--- config.mk ---
export PLATFORM = sky130hd
export DESIGN_NAME = if_prefetch_queue
export DESIGN_NICKNAME = d
export VERILOG_FILES = /design/src/rtl/if_prefetch_queue.sv
export SDC_FILE = /design/constraint.sdc
export NUM_CORES = 1
export LEC_CHECK = 0
export ABC_AREA = 1
export CAP_MARGIN = 10
export CELL_PAD_IN_SITES_DETAIL_PLACEMENT = 1
export CELL_PAD_IN_SITES_GLOBAL_PLACEMENT = 1
export CORE_AREA = 8 8 155 157
export CTS_CLUSTER_SIZE = 24
export DETAILED_ROUTE_END_ITERATION = 16
export DIE_AREA = 0 0 163 165
export PLACE_DENSITY_LB_ADDON = 0.12
export SYNTH_ARGS = -nofsm -noshare
export SYNTH_HDL_FRONTEND = slang
export SYNTH_SLANG_ARGS = --single-unit
export TNS_END_PERCENT = 1
--- constraint.sdc ---
create_clock -name clk -period 9.5 [get_ports clk]
set_input_delay 1.425 -clock clk [delete_from_list [all_inputs] [get_ports clk]]
set_output_delay 1.425 -clock clk [all_outputs]
set_load 0.05 [all_outputs]
--- src/rtl/if_prefetch_queue.sv ---
// Instruction prefetch queue: a single-outstanding fetch engine that feeds a small FIFO sitting in front of IF/ID.
// Optional feature macro IF_PREFETCH_STATS_EN adds saturating redirect/discard counters.
module if_prefetch_queue #(
    parameter int unsigned DEPTH    = 4,
    parameter logic [15:0] RESET_PC = 16'h0000
) (
    input  logic        clk,
    input  logic        rst,
    input  logic        redirect_valid,
    input  logic [15:0] redirect_pc,
    input  logic        stall,
    output logic        imem_req,
    output logic [15:0] imem_addr,
    input  logic        imem_ack,
    input  logic [15:0] imem_rdata,
    output logic        ir_valid,
    output logic [15:0] ir_out,
    output logic [15:0] pc_out
`ifdef IF_PREFETCH_STATS_EN
    ,
    output logic [7:0]  redirect_cnt,
    output logic [7:0]  discard_cnt
`endif
);

    localparam int unsigned AW = $clog2(DEPTH);
    localparam int unsigned CW = AW + 1;
    localparam logic [CW-1:0] DEPTH_C = CW'(DEPTH);

    typedef enum logic [1:0] {S_IDLE, S_WAIT, S_DISCARD} state_t;

    state_t          state_q, state_d;
    logic [15:0]     fetch_pc_q, fetch_pc_d;
    logic [15:0]     stale_pc_q, stale_pc_d;
    logic [CW-1:0]   count_q, count_d, cnt_after_pop;
    logic [AW-1:0]   rd_ptr_q, rd_ptr_d, wr_ptr_q, wr_ptr_d;
    logic [15:0]     addr_mem [DEPTH];
    logic [15:0]     data_mem [DEPTH];
    logic            push, pop;

    assign ir_valid  = (count_q != '0);
    assign ir_out    = ir_valid ? data_mem[rd_ptr_q] : 16'h0000;
    assign pc_out    = ir_valid ? (addr_mem[rd_ptr_q] + 16'd2) : 16'h0000;
    assign imem_req  = (state_q != S_IDLE);
    // While discarding, the bus must keep showing the abandoned request's address.
    assign imem_addr = (state_q == S_DISCARD) ? stale_pc_q : fetch_pc_q;

    assign pop           = ir_valid && !stall && !redirect_valid;
    assign cnt_after_pop = count_q - CW'(pop);

    always_comb begin
        state_d    = state_q;
        fetch_pc_d = fetch_pc_q;
        stale_pc_d = stale_pc_q;
        push       = 1'b0;
        unique case (state_q)
            S_IDLE: begin
                if (redirect_valid || (cnt_after_pop < DEPTH_C))
                    state_d = S_WAIT;
            end
            S_WAIT: begin
                if (redirect_valid) begin
                    state_d    = imem_ack ? S_WAIT : S_DISCARD;
                    stale_pc_d = fetch_pc_q;
                end else if (imem_ack) begin
                    push       = 1'b1;
                    fetch_pc_d = fetch_pc_q + 16'd2;
                    state_d    = ((cnt_after_pop + CW'(1)) < DEPTH_C) ? S_WAIT : S_IDLE;
                end
            end
            S_DISCARD: begin
                if (imem_ack)
                    state_d = S_WAIT;
            end
            default: state_d = S_IDLE;
        endcase
        if (redirect_valid)
            fetch_pc_d = redirect_pc & 16'hFFFE;
    end

    always_comb begin
        count_d  = count_q + CW'(push) - CW'(pop);
        rd_ptr_d = rd_ptr_q + AW'(pop);
        wr_ptr_d = wr_ptr_q + AW'(push);
        if (redirect_valid) begin
            count_d  = '0;
            rd_ptr_d = '0;
            wr_ptr_d = '0;
        end
    end

    always_ff @(posedge clk) begin
        if (rst) begin
            state_q    <= S_IDLE;
            fetch_pc_q <= RESET_PC;
            stale_pc_q <= RESET_PC;
            count_q    <= '0;
            rd_ptr_q   <= '0;
            wr_ptr_q   <= '0;
        end else begin
            state_q    <= state_d;
            fetch_pc_q <= fetch_pc_d;
            stale_pc_q <= stale_pc_d;
            count_q    <= count_d;
            rd_ptr_q   <= rd_ptr_d;
            wr_ptr_q   <= wr_ptr_d;
        end
    end

    always_ff @(posedge clk) begin
        if (push) begin
            addr_mem[wr_ptr_q] <= fetch_pc_q;
            data_mem[wr_ptr_q] <= imem_rdata;
        end
    end

`ifdef IF_PREFETCH_STATS_EN
    logic       drop;
    logic [7:0] redirect_cnt_q, discard_cnt_q;

    assign drop = imem_ack && ((state_q == S_DISCARD) || ((state_q == S_WAIT) && redirect_valid));

    always_ff @(posedge clk) begin
        if (rst) begin
            redirect_cnt_q <= 8'h00;
            discard_cnt_q  <= 8'h00;
        end else begin
            if (redirect_valid && (redirect_cnt_q != 8'hFF))
                redirect_cnt_q <= redirect_cnt_q + 8'd1;
            if (drop && (discard_cnt_q != 8'hFF))
                discard_cnt_q <= discard_cnt_q + 8'd1;
        end
    end

    assign redirect_cnt = redirect_cnt_q;
    assign discard_cnt  = discard_cnt_q;
`endif

endmodule
# [Word-level counts from Yosys, hierarchy flattened]
# Memory sizes are Yosys's and may differ from the RTL's. A register that Yosys moved wholly into a read port is not among the register bits.
# Index checks and enable logic that the tools add are counted.
[totals] ramBits=128 mem_count=2 reg_bits=41 input_bits=37
[classes] eq_ne=5 reduce_logical=15 add_sub_neg=8 n_lt_le_gt_ge=2 mux=20
[memory_table] memory="addr_mem" depth=4 width=16 rd=1 rd_clocked_by_memory_dff=1 wr=1 line="37" text="logic [15:0] addr_mem [DEPTH];"
[memory_table] memory="data_mem" depth=4 width=16 rd=1 rd_clocked_by_memory_dff=1 wr=1 line="38" text="logic [15:0] data_mem [DEPTH];"
[op_table] op="16-bit 2-to-1 mux" n=6
[op_table] op="16-bit by 2-bit adder with 16-bit output, second input constant" n=2
[op_table] op="2-bit 2-to-1 mux" n=7
[op_table] op="3-bit < comparator, second input constant" n=2
[op_table] op="1-bit 2-to-1 mux" n=6
[op_table] op="2-bit one-hot mux with 3 select lines" n=1
[op_table] op="2-bit AND reduction" n=3
[op_table] op="2-bit nonzero test" n=3
[op_table] op="3-bit by 1-bit subtractor with 3-bit output" n=2
[op_table] op="2-bit by 1-bit adder with 2-bit output" n=2
[op_table] op="2-bit != test, second input constant" n=2
[op_table] op="3-bit by 1-bit adder with 3-bit output" n=1
[op_table] op="3-bit by 1-bit adder with 3-bit output, second input constant" n=1
[op_table] op="3-bit != test, second input constant" n=1
[op_table] op="3-bit AND reduction" n=1
[op_table] op="3-bit nonzero test" n=1
[op_table] op="2-bit by 1-bit == test with 1-bit output, second input constant" n=1
[op_table] op="2-bit == test, second input constant" n=1
[op_table] op="1-bit logical AND" n=2
[op_table] op="1-bit zero test" n=2
[op_table] op="2-bit zero test" n=1
[op_table] op="2-bit OR reduction" n=1
[op_table] op="1-bit logical OR" n=1

# [Longest topological paths before layout]
[depth] ltp_word=10 depth_mapped=14 depth_no_buf=13

# [Worst setup path before layout]
# No wires, ideal clock.
[synth_path] path_type="input-to-reg" from="in imem_ack" to="mem addr_mem[0][10], enable pin" cell_stages=4 n_path_buf=0 arrival_time_ns=3.875 setup_time_ns=0.458 setup_slack_ns=5.167 path_cell_list="nand2_4 -> nor2_4 -> inv_2 -> nor3_1"
[synth_between] elab_chain_len=5
[synth_lines] item="from (decl)" line="14" text="input logic imem_ack,"
[synth_lines] item="1-bit 2-to-1 mux" line="65" text="end else if (imem_ack) begin"
[synth_lines] item="1-bit 2-to-1 mux" line="62" text="if (redirect_valid) begin"
[synth_lines] item="1-bit 2-to-1 mux" line="56" text="unique case (state_q)"
[synth_lines] item="1-bit 2-to-1 mux" line="111" text="if (push) begin"
[synth_lines] item="1-bit 2-to-1 mux (implied by the code)" line="112" text="addr_mem[wr_ptr_q] <= fetch_pc_q;"
[synth_lines] item="to (decl)" line="37"
# No other way between the ends.

==> summary.txt <==
Worst VDD drop - 0.114 mV
Maxcap violations - 0
RSZ-0062 raised after global routing - no
Clock Latency Late Sink - 0.43 ns
1st-iter DRT viols - 294
# resized after CTS - 0
CP endpoint kind - primary output
Switch share - 25.5%
Startpoint types - flip-flop
Vias post-DR - 5995
Layout area overhead - 21.7%
Worst EP arrival - 3.62 ns
Port Buffers - 83
Synth top area share - 48.9%
Row cnt - 54
Clock Skew - 0.0131 ns
Final ANT Viol Nets - 0
Switching power - 411 uW
Initial antenna violation count - 0
Final hold viol count - 0
Detailed-route wire length - 20.6 mm
Power Density - 174 nW/um^2
GPL Wtd Cong - 0.862
CP Class - flip-flop to primary output
Synth Instances - 840
Area contributors post-synth - edfxtp_1 49%, nand2_1 10%, dfxtp_1 10%
Layout cells sized above 1 - 8.55%
Postcts setup bufs - 0
Post-CTS Hold Fix Bufs - 0
Final setup fails - 0
Die X - 163 um
Power share of the sequential group - 49.3%
Clk network pwr share - 42.3%
Vias in the first global route - 6400
Fin util - 43.1%
GRT Overall Usage - 15.7%
Rel. slew slack - 26.4%
Tcrit/Tclk final - 53.1%
Reg-to-Reg Start - state_q[0]
Commonest non-fill, non-tap cell in the layout - nand2_1
Crit. Startpoint - rd_ptr_q[0]
Slew @ Worst Pin - 1.10 ns
Starting Density - 35.4%
# IOs - 87
Root buffer cell - clkbuf_16
CP required - 8.08 ns
Syn avg cell area - 9.06 um^2
First-pass GRT wire length - 33.1 mm
Setup TNS Final - 0 ns
Clock buffer count from CTS - 17
Clk sinks - 163
Critical Path Max Stage Delay - 0.82 ns
Comb pwr share - 8.4%
Routed len/inst - 17.1 um
Final #Nets - 954
Register area share after synthesis - 59.2%
Pint - 1200 uW
Diodes inserted - 0
CP Buf/Inv Count - 3
CTS Buffer Depth - 2
Largest net degree at the start of global routing - 66
Clk slew on worst S/H paths - 0.07 ns
Fillers - 2469
Die Ht - 165 um
DP HPWL - 13.8 mm
Status - finished clean
#FFs+latches synth - 163
Lkg Pwr - 0.00338 uW
Core area - 21500 um^2
Crit-path slowest cell - clkdlybuf4s50_1
CP Cell Sequence - buf_4 -> or2_2 -> nand3_1 -> nand2_1 -> ha_1 -> inv_1 -> nor2_1 -> nand2_1 -> nor2_1 -> nand2_1 -> nand2_1 -> nand2_1 -> nor2_1 -> clkdlybuf4s50_1
Worst hold path type - flip-flop to flip-flop
Critical Path Fanout Max - 65
Yosys top cell by area - edfxtp_1
DRT Pass-1 Iters - 4
Residual DRC - 0
Vias/cell - 4.98
CTS tree - yes
Die area - 26900 um^2
Commonest non-fill, non-tap cells in the layout - 209 x nand2_1, 127 x nor2_1, 124 x edfxtp_1
Total gr overflow - 0
Syn. warnings - 0
Top cell by count, worst path - nand2_1
Max Slew Vio Count - 0
Tmin final - 5.05 ns
CTS H-tree depth - 4
Synth cell types - 36
Netlist Area Pre-Place - 7610 um^2
Hold Crit Start - stale_pc_q[9]
Crit path max-delay family - buffers and inverters
Highest clock rate - 198 MHz
[power by group through the flow]
stage / Clock [uW] / Combinational [uW] / Sequential, uW
after floorplan: 0 / 84.3 / 803
after global placement: 0 / 133 / 808
after detailed placement: 0 / 135 / 809
after CTS: 699 / 136 / 793
after global routing: 724 / 147 / 795
final: 680 / 134 / 794
[layer usage]
metal,global-route usage (%),routed length [um],up-vias
met5,0,0,-
met4,4.96,310,0
met3,3.29,876,20
met2,26.9,9880,116
met1,19.6,9490,2908
li1,-,-,2951
[per-stage QoR]
stage	hold slack, ns	std cells	total power [uW]	setup slack [ns]	area (um^2)
after floorplan	0.441	841	887	5.17	7620
after global placement	0.448	1172	941	4.99	8670
after detailed placement	0.460	1172	945	4.88	8670
after CTS	0.471	1204	1630	4.42	9270
after global routing	0.491	1204	1670	4.15	9270
final	0.467	1204	1610	4.45	9270
[path summary, 6_finish.rpt]
kind	end	slack [ns]	cells past startpoint
worst max-delay path	pc_out[15]	4.45	14
worst min-delay path	stale_pc_q[9]	0.47	2
worst max register to register	addr_mem[3][8]	6.21	7
worst min register to register	stale_pc_q[9]	0.47	2
[registers in the layout (all words and copies together), names as in the netlist]
register	flops
addr_mem	60
stale_pc_q	15
data_mem	64
state_q	2
fetch_pc_q	15
rd_ptr_q	2
count_q	3
wr_ptr_q	2
[cells by family (layout without fill, tap and decap cells)]
kind of cell	Yosys count	count (layout)	synth area share [%]
simple gates	443	443	24.8
flops	163	163	59.2
compound gates	123	123	8.40
buf+inv	95	178	5.47
xor+xnor	9	9	1.04
fa+ha+maj	6	6	1.08
other cells	1	2	0.0493
[tightest hold or removal path: stages, from the launching register on]
cell and delay (ns):
dfxtp_1 0.31, nand2_1 0.06, a21oi_1 0.05
[synthesized netlist by cell type, drive strengths merged]
cell / instances
nand3: 64
dfxtp: 39
nand2: 220
o211ai: 2
a31oi: 3
a21oi: 53
conb: 1
xor2: 7
o221ai: 1
o21ai: 61
o311ai: 1
ha: 5
buf: 20
a32o: 1
xnor2: 2
or2: 1
fa: 1
clkbuf: 21
nand4: 6
nor3: 14
inv: 54
nor2: 138
edfxtp: 124
o21a: 1
[final cells by class]
cell class	count	area, um^2	share of cell area (%)
clock buffers	17	425	4.59
clock inverters	15	168	1.81
inverters	54	203	2.19
multi-input cells	583	2720	29.3
flip-flops and latches	163	4510	48.6
well taps	280	350	3.78
repair buffers	92	898	9.69
No activity file was read; power rests on OpenSTA's default activity.
